===== src/rtl/fetch_aligner.sv =====
// fetch_aligner: word-fetch sequencer, 16-bit parcel buffer and RVC-aware instruction issue.
// Build option: define FETCH_ALIGNER_ILLEGAL_EN to flag the all-zero compressed parcel as illegal.
//
// state    | meaning
// FS_IDLE  | no fetch outstanding
// FS_WAIT  | fetch outstanding, its response will be appended to the buffer
// FS_STALE | fetch outstanding across a flush, its response will be dropped
module fetch_aligner #(
    parameter logic [31:0] RESET_PC   = 32'h0000_0000,
    parameter int          PBUF_DEPTH = 4
) (
    input  logic        clk,
    input  logic        rst,
    input  logic        flush,
    input  logic [31:0] redirect_pc,
    output logic        fetch_req,
    output logic [31:0] fetch_addr,
    input  logic        fetch_valid,
    input  logic [31:0] fetch_data,
    output logic [15:0] dec_cin,
    input  logic [31:0] dec_out,
    output logic        instr_valid,
    input  logic        instr_ready,
    output logic [31:0] instr,
    output logic [31:0] instr_pc,
    output logic        instr_is_c,
    output logic        instr_illegal
);

    localparam int CW = $clog2(PBUF_DEPTH + 1);

    typedef enum logic [1:0] {FS_IDLE, FS_WAIT, FS_STALE} fetchState_t;

    fetchState_t fState, fStateNext;

    logic [PBUF_DEPTH-1:0][15:0] pbuf, pbufShift, pbufNext;
    logic [CW-1:0] count, countNext, appendBase;
    logic [31:0]   headPc;
    logic          dropLow;
    logic [15:0]   p0, p1, appendLo;
    logic          p0IsC, outFree, issue, respAccept, roomNext;
    logic [1:0]    popN, appendN;
    logic [31:0]   issueInstr;

    assign p0         = pbuf[0];
    assign p1         = pbuf[1];
    assign p0IsC      = (p0[1:0] != 2'b11);
    assign outFree    = !instr_valid || instr_ready;
    assign issue      = outFree && !flush &&
                        (((count != '0) && p0IsC) || (count >= CW'(2)));
    assign popN       = !issue ? 2'd0 : (p0IsC ? 2'd1 : 2'd2);
    assign respAccept = (fState == FS_WAIT) && fetch_valid && !flush;
    assign appendN    = !respAccept ? 2'd0 : (dropLow ? 2'd1 : 2'd2);
    assign appendLo   = dropLow ? fetch_data[31:16] : fetch_data[15:0];
    assign dec_cin    = (count != '0) ? p0 : 16'h0000;

    // Pop shifts the buffer toward entry 0; new parcels land right after the survivors.
    assign pbufShift  = pbuf >> {popN, 4'b0000};
    assign appendBase = count - CW'(popN);
    assign countNext  = flush ? '0 : (appendBase + CW'(appendN));
    assign roomNext   = (countNext <= CW'(PBUF_DEPTH - 2));

    always_comb begin
        pbufNext = pbufShift;
        for (int i = 0; i < PBUF_DEPTH; i++) begin
            if (appendN != 2'd0 && CW'(i) == appendBase) pbufNext[i] = appendLo;
            if (appendN == 2'd2 && CW'(i) == appendBase + CW'(1)) pbufNext[i] = fetch_data[31:16];
        end
    end

    always_comb begin
        fStateNext = fState;
        case (fState)
            FS_IDLE:  if (roomNext) fStateNext = FS_WAIT;
            FS_WAIT: begin
                if (fetch_valid)  fStateNext = roomNext ? FS_WAIT : FS_IDLE;
                else if (flush)   fStateNext = FS_STALE;
            end
            FS_STALE: if (fetch_valid) fStateNext = FS_WAIT;
            default:  fStateNext = FS_IDLE;
        endcase
    end

    assign fetch_req = (fState != FS_IDLE);

    always_ff @(posedge clk or negedge rst) begin
        if (!rst) begin
            fState     <= FS_IDLE;
            pbuf       <= '0;
            count      <= '0;
            fetch_addr <= RESET_PC & ~32'h3;
            headPc     <= RESET_PC;
            dropLow    <= 1'b0;
        end else begin
            fState <= fStateNext;
            pbuf   <= pbufNext;
            count  <= countNext;
            if (flush) begin
                fetch_addr <= redirect_pc & ~32'h3;
                headPc     <= redirect_pc & ~32'h1;
                dropLow    <= redirect_pc[1];
            end else begin
                if (respAccept) begin
                    fetch_addr <= fetch_addr + 32'd4;
                    dropLow    <= 1'b0;
                end
                if (issue) headPc <= headPc + (p0IsC ? 32'd2 : 32'd4);
            end
        end
    end

`ifdef FETCH_ALIGNER_ILLEGAL_EN
    logic p0Zero;
    assign p0Zero     = p0IsC && (p0 == 16'h0000);
    assign issueInstr = p0Zero ? 32'h0000_0000 : (p0IsC ? dec_out : {p1, p0});

    always_ff @(posedge clk or negedge rst) begin
        if (!rst)                instr_illegal <= 1'b0;
        else if (issue && !flush) instr_illegal <= p0Zero;
    end
`else
    assign issueInstr    = p0IsC ? dec_out : {p1, p0};
    assign instr_illegal = 1'b0;
`endif

    always_ff @(posedge clk or negedge rst) begin
        if (!rst) begin
            instr_valid <= 1'b0;
            instr       <= '0;
            instr_pc    <= '0;
            instr_is_c  <= 1'b0;
        end else if (flush) begin
            instr_valid <= 1'b0;
        end else if (issue) begin
            instr_valid <= 1'b1;
            instr       <= issueInstr;
            instr_pc    <= headPc;
            instr_is_c  <= p0IsC;
        end else if (instr_ready) begin
            instr_valid <= 1'b0;
        end
    end

endmodule


===== config.mk =====
export PLATFORM = sky130hd
export DESIGN_NAME = fetch_aligner
export DESIGN_NICKNAME = d
export VERILOG_FILES = /design/src/rtl/fetch_aligner.sv
export SDC_FILE = /design/constraint.sdc
export NUM_CORES = 1
export LEC_CHECK = 0
export ABC_AREA = 1
export CAP_MARGIN = 0
export CORE_UTILIZATION = 25
export CTS_CLUSTER_SIZE = 30
export DETAILED_ROUTE_END_ITERATION = 10
export DONT_BUFFER_PORTS = 1
export SETUP_SLACK_MARGIN = 0.15
export SYNTH_ARGS = -nofsm -noshare
export SYNTH_HDL_FRONTEND = slang
export SYNTH_SLANG_ARGS = --single-unit

===== constraint.sdc =====
create_clock -name clk -period 3.1 [get_ports clk]
set_input_delay 0.465 -clock clk [delete_from_list [all_inputs] [get_ports clk]]
set_output_delay 0.465 -clock clk [all_outputs]
set_load 0.01 [all_outputs]

### After elaboration in Yosys (flattened, before gate mapping)

Index checks and enable logic that the tools add are counted.

* eq/ne operators: 13
* mux-type cells: 32
* reduce and logical (&&, ||, !) cells: 28
* magnitude comparators: 2
* add/subtract/negate cells: 5
* shifts and indexed selects: 1
* bitwise operators: 1

Operator list (number)
* 16-bit 2-to-1 mux: 10
* 32-bit 2-to-1 mux: 5
* 64-bit by 6-bit >> shifter with 64-bit output: 1
* 32-bit by 3-bit adder with 32-bit output: 1
* 32-bit by 3-bit adder with 32-bit output (second input constant): 1
* 2-bit 2-to-1 mux: 8
* 1-bit logical AND: 13
* 2-bit by 3-bit equality test with 1-bit output (first input constant): 4
* 2-bit nonzero test: 4
* 1-bit by 3-bit equality test with 1-bit output (first input constant): 2
* 3-bit logical NOT: 2
* 1-bit 2-to-1 mux: 6
* 3-bit 2-to-1 mux: 2
* 2-bit != test (second input constant): 3
* 2-bit one-hot mux with 3 select lines: 1
* 3-bit nonzero test: 2
* 2-bit equality test (second input constant): 2
* 3-bit by 1-bit adder with 3-bit output (second input constant): 1
* 3-bit by 2-bit adder with 3-bit output: 1
* 3-bit by 2-bit greater-or-equal comparator with 1-bit output (second input constant): 1
* 3-bit by 2-bit less-or-equal comparator with 1-bit output (second input constant): 1
* 3-bit != test (second input constant): 1
* 3-bit AND reduction: 1
* 3-bit by 2-bit subtractor with 3-bit output: 1
* 6 further kinds: 8

* input port bits: 101
* register bits after elaboration: 200
* output and inout port bits: 116

### Logic depth before layout (Yosys ltp)

* depth after elaboration: 12
* depth in mapped cells: 19
* gate-level depth less buffers: 17

### Worst setup path before layout

OpenSTA, ideal clock, no wires.

* kind: input -> register
* from: input flush
* to: register pbuf, in the netlist p0[9]
* data required time: 3035 ps
* path buffers: 3
* stages: 17
* library setup time: 65 ps
* data arrival time: 3450 ps
* setup slack: -415 ps
* cells stage by stage: buf_2 a21oi_2 nand3_2 inv_2 buf_2 ha_1 inv_1 fa_1 inv_1 nor2_1 ha_1 nand4_2 clkbuf_1 o21ai_0 inv_1 nand2_1 nand2_1

* longest elaborated chain between the ends: 9
* elaborated cells on any way between the ends: 17
* classes of those cells: 2 x add/sub; 1 x eq/ne; 1 x shift; 4 x mux; 9 x reduce/logical

Ends and longest elaborated chain
* from (decl): RTL line 14 `input logic flush,`
* 1-bit logical NOT (*): RTL line 49, 52
* 1-bit logical AND (2 in a row): RTL line 49 `assign issue = outFree && !flush &&`
* 2-bit 2-to-1 mux: RTL line 51 `assign popN = !issue ? 2'd0 : (p0IsC ? 2'd1 : 2'd2);`
* 3-bit by 2-bit subtractor with 3-bit output: RTL line 59 `assign appendBase = count - CW'(popN);`
* 3-bit by 1-bit adder with 3-bit output or 3-bit logical NOT (tied branches): RTL line 67, 66
* 3-bit logical NOT or 1-bit logical AND (tied branches): RTL line 67, 66
* 1-bit logical AND or 16-bit 2-to-1 mux (tied branches): RTL line 67, 66
* 16-bit 2-to-1 mux (*): RTL line 67 `if (appendN == 2'd2 && CW'(i) == appendBase + CW'(1)) pbufNext[i] = fetch_data[31:16];`
* to (signal assigned): RTL line 96 `pbuf <= pbufNext;`
* to (decl): RTL line 36 `logic [PBUF_DEPTH-1:0][15:0] pbuf, pbufShift, pbufNext;`

Every way passes the cells marked *; elsewhere a longest branch is shown, timed or not.
A chain may end at the register's enable or synchronous reset.

### Worst setup path in the final report

* from: register pbuf, in the netlist p0[1]
* to: register pbuf, in the netlist p0[12]

* longest elaborated chain between the ends: 10
* elaborated cells on any way between the ends: 15
* classes of those cells: 2 x add/sub; 1 x eq/ne; 1 x shift; 4 x mux; 7 x reduce/logical

Ends and longest elaborated chain
* 2-bit != test (*): RTL line 47 `assign p0IsC = (p0[1:0] != 2'b11);`
* 1-bit logical AND: RTL line 50 `(((count != '0) && p0IsC) || (count >= CW'(2)));`
* 1-bit logical OR: RTL line 50
* 1-bit logical AND: RTL line 49
* 2-bit 2-to-1 mux (*): RTL line 51
* 3-bit by 2-bit subtractor with 3-bit output: RTL line 59
* 3-bit by 1-bit adder with 3-bit output or 3-bit logical NOT (tied branches): RTL line 67, 66
* 3-bit logical NOT or 1-bit logical AND (tied branches): RTL line 67, 66
* 1-bit logical AND or 16-bit 2-to-1 mux (tied branches): RTL line 67, 66
* 16-bit 2-to-1 mux (*): RTL line 67

Marked as above.

==> summary.txt <==
Status
  – Outcome: finished with violations
  – Failing checks: design-rule violations, negative hold slack

Clock tree
  – Clk Latency, worst-skew pair: 0.46 ns
  – CTS tree: built
  – Clock Tree Root: clkbuf_16
  – Clock Tree Buf Depth: 2
  – H-tree depth: 4
  – Clock slew at reported path FFs: 0.08 ns
  – Inserted Clock Buffers: 17
  – TritonCTS sink count: 196

Timing
  – Setup TNS: 0 ns
  – Worst hold margin: -0.306 ns
  – Rel. slew slack: 0.453
  – Final slew viol count: 0
  – Final min period: 2.81 ns
  – Final clock skew: 0.0130 ns
  – Final Cycle Share: 0.907
  – Count of final hold-check violations: 196
  – RSZ-0062 raised after global routing: true
  – Peak Freq: 0.356 GHz
  – Measured slew at the worst slew-check pin: 0.812 ns
  – Final setup violation count: 0

Synthesis
  – Syn avg cell area: 6.98 µm²
  – Count of cell types in the netlist: 45
  – Post-Synthesis Cells: 1712
  – Prevailing post-synth register cell: dfrtp_1
  – Synth Cell Area: 0.0120 mm²
  – Synth top area cells: dfrtp_1 (41%), nand2_1 (18%), nand3_1 (7.2%)
  – Post-synth ARST share: 1.00
  – Synth top area share: 0.410
  – Yosys Warn Count: 0
  – Cell accounting for the most synthesized area: dfrtp_1
  – FF+latch count, synth: 196
  – Most frequent cells after synthesis: nand2_1 (578), dfrtp_1 (196), nor2_1 (186)
  – Most frequent cell after synthesis: nand2_1
  – Seq/Total Area, Yosys: 0.410
  – EDFF count, synth: 0

Routing
  – DRC: 11
  – Top Metal Used: met5
  – DRT iter0 DRCs: 1014
  – Final WL: 41.6 mm
  – ANT nets after route: 0
  – Vias/cell: 4.91
  – Via count: 11.4k
  – 1st-pass router iterations: 8
  – Wire length per cell: 18.0 µm
  – WL met2: 18.1 mm
  – DRT met1 WL: 18.9 mm
  – Met3 routed WL: 3.21 mm

Job
  – # Max-Cap Violations: 0

Power
  – VDD IR-drop max: 620 µV
  – Sw Pwr: 5.69 mW
  – Clk pwr share: 0.192
  – Sequential power share: 0.390
  – Comb pwr share: 0.418
  – P_int: 6.64 mW
  – Leak Pwr: 6.31 nW
  – Pwr Density: 922 mW/mm²
  – Switching Fraction: 0.461

Placement
  – DP HPWL: 30.5 mm
  – Post-Place Cells: 2269
  – Final GP Congestion: 0.946
  – IO Port Bufs: 0

Floorplanning
  – DIE HEIGHT: 221 µm
  – Initial Util: 0.255
  – # IOs: 217
  – Core area: 0.0469 mm²
  – Die area: 0.0487 mm²
  – Rows: 79
  – Die W: 221 µm

Worst setup path
  – Worst Path Arrival: 3.14 ns
  – CP Depth: 14
  – CP Cell Sequence: nand2_4 > inv_4 > o21ai_4 > nand3_2 > inv_4 > ha_4 > inv_2 > fa_2 > inv_2 > nor2_4 > ha_4 > nand4_2 > nand4_1 > nand3_1
  – Required @ worst endpoint: 3.43 ns
  – FF-to-FF Start: p0[1]$_DFFE_PN0P_
  – Crit path capture type: register
  – Buf/Inv on CP: 4
  – Critical path launch point: p0[1]$_DFFE_PN0P_
  – Setup crit start kind: register
  – Top delay family on crit path: simple AND/OR/NAND/NOR gates
  – Crit path kind: register to register
  – Slowest Stage Delay on Critical Path: 0.47 ns
  – Crit Path Max Fanout: 12
  – Max stage delay cell, worst path: fa_2
  – R2R cell count: 14

Finish
  – Area grow syn2layout: 11.9%
  – Final std cells w/o fill: 2311
  – Layout fillers: 5049
  – Nets: 1800
  – Finished Core Util: 0.285
  – Combined area of the multi-input logic cells: 0.00601 mm²
  – Reg area: 0.00490 mm²
  – Share of layout cells above drive strength 1: 0.0822

GRT
  – Grt total ovfl: 0
  – Tot GR Track Use: 0.169
  – Largest net degree at the start of global routing: 197
  – Antenna violations before repair: 8
  – Vias in the first global route: 10.2k
  – First-pass GRT wire length: 62.5 mm

Worst hold path
  – Worst hold path class: input port to asynchronous set/reset pin
-- stage by stage --
step | worst slack (ns) | area [µm²] | power, mW
6_report | 0.287 | 13400 | 12.3
5_1_grt | 0.110 | 13400 | 13.3
4_1_cts | 0.212 | 13300 | 12.3
3_5_place_dp | 0.0889 | 12600 | 9.84
3_3_place_gp | 0.138 | 12600 | 9.69
2_1_floorplan | 0.0863 | 12100 | 8.42
-- layout by cell type (no fill, tap or decap), types with 19 or more instances in the layout --
master,count
nand2_1,577
dfrtp_1,196
nor2_1,182
nand3_1,172
inv_1,170
nand4_1,66
o21ai_0,59
a21oi_1,37
buf_4,35
o21ai_1,25
o211ai_1,23
o211ai_2,19
-- final cells by class --
class,count,area share
antenna,1,0.000187
clock buffer,21,0.0352
clock inverter,11,0.0104
inverter,184,0.0524
multi-input combinational,1250,0.450
sequential,196,0.367
tap,607,0.0568
timing repair buffer,41,0.0286
-- cell families (layout without fill, tap and decap cells) --
family	Yosys count	in the layout	share of synthesized area
AOI/OAI and AO/OA	178	178	0.0957
buffers and inverters	270	257	0.0972
other	1	5	0.000314
xor gates and xnor gates	15	15	0.0110
and+or+nand+nor	1043	1044	0.374
DFF	196	196	0.410
adders and majority gates	9	9	0.0113
-- metal layers --
layer  track usage  vias up
met5             0        -
met4        0.0630       14
met3        0.0416       73
met2         0.250      410
met1         0.237     5387
li1              -     5472
-- sequential cells by signal, indices dropped and copies added, names as in the netlist --
| signal | cells |
|---|---|
| count | 3 |
| dropLow | 1 |
| fState | 2 |
| fetch_addr | 30 |
| headPc | 31 |
| instr | 32 |
| instr_is_c | 1 |
| instr_pc | 31 |
| instr_valid | 1 |
| p0 | 16 |
| p1 | 16 |
| pbuf | 32 |
-- power by group through the flow --
stage                     registers (mW)  clock network (mW)  logic [mW]
after CTS                           4.80                2.43        5.08
after floorplan                     4.47                   0        3.95
after global placement              4.82                   0        4.87
after global routing                4.94                2.52        5.80
after detailed placement            4.84                   0        5.00
final                               4.80                2.37        5.15
-- path summary, 6_finish.rpt --
path	to	slack [ns]
max	p0[12]$_DFFE_PN0P_	0.29
min	fetch_addr[22]$_DFFE_PN0N_	-0.31
max reg2reg	p0[12]$_DFFE_PN0P_	0.29
min reg2reg	headPc[31]$_DFFE_PN0N_	0.51
max in group asynchronous	instr[22]$_DFFE_PN0P_	2.76
min in group clk	count[1]$_DFF_PN0_	0.08
-- timing repair --
| action | CTS | global route |
|---|---|---|
| buffers inserted | 3 | 5 |
| resized for setup | 2 | 7 |
| endpoints found under the hold margin | 196 | 196 |
| endpoints found under the setup margin | 21 | 51 |
| pin swaps | 1 | 2 |
| cloned | 1 | 0 |
No activity file was read; power rests on OpenSTA's default activity.
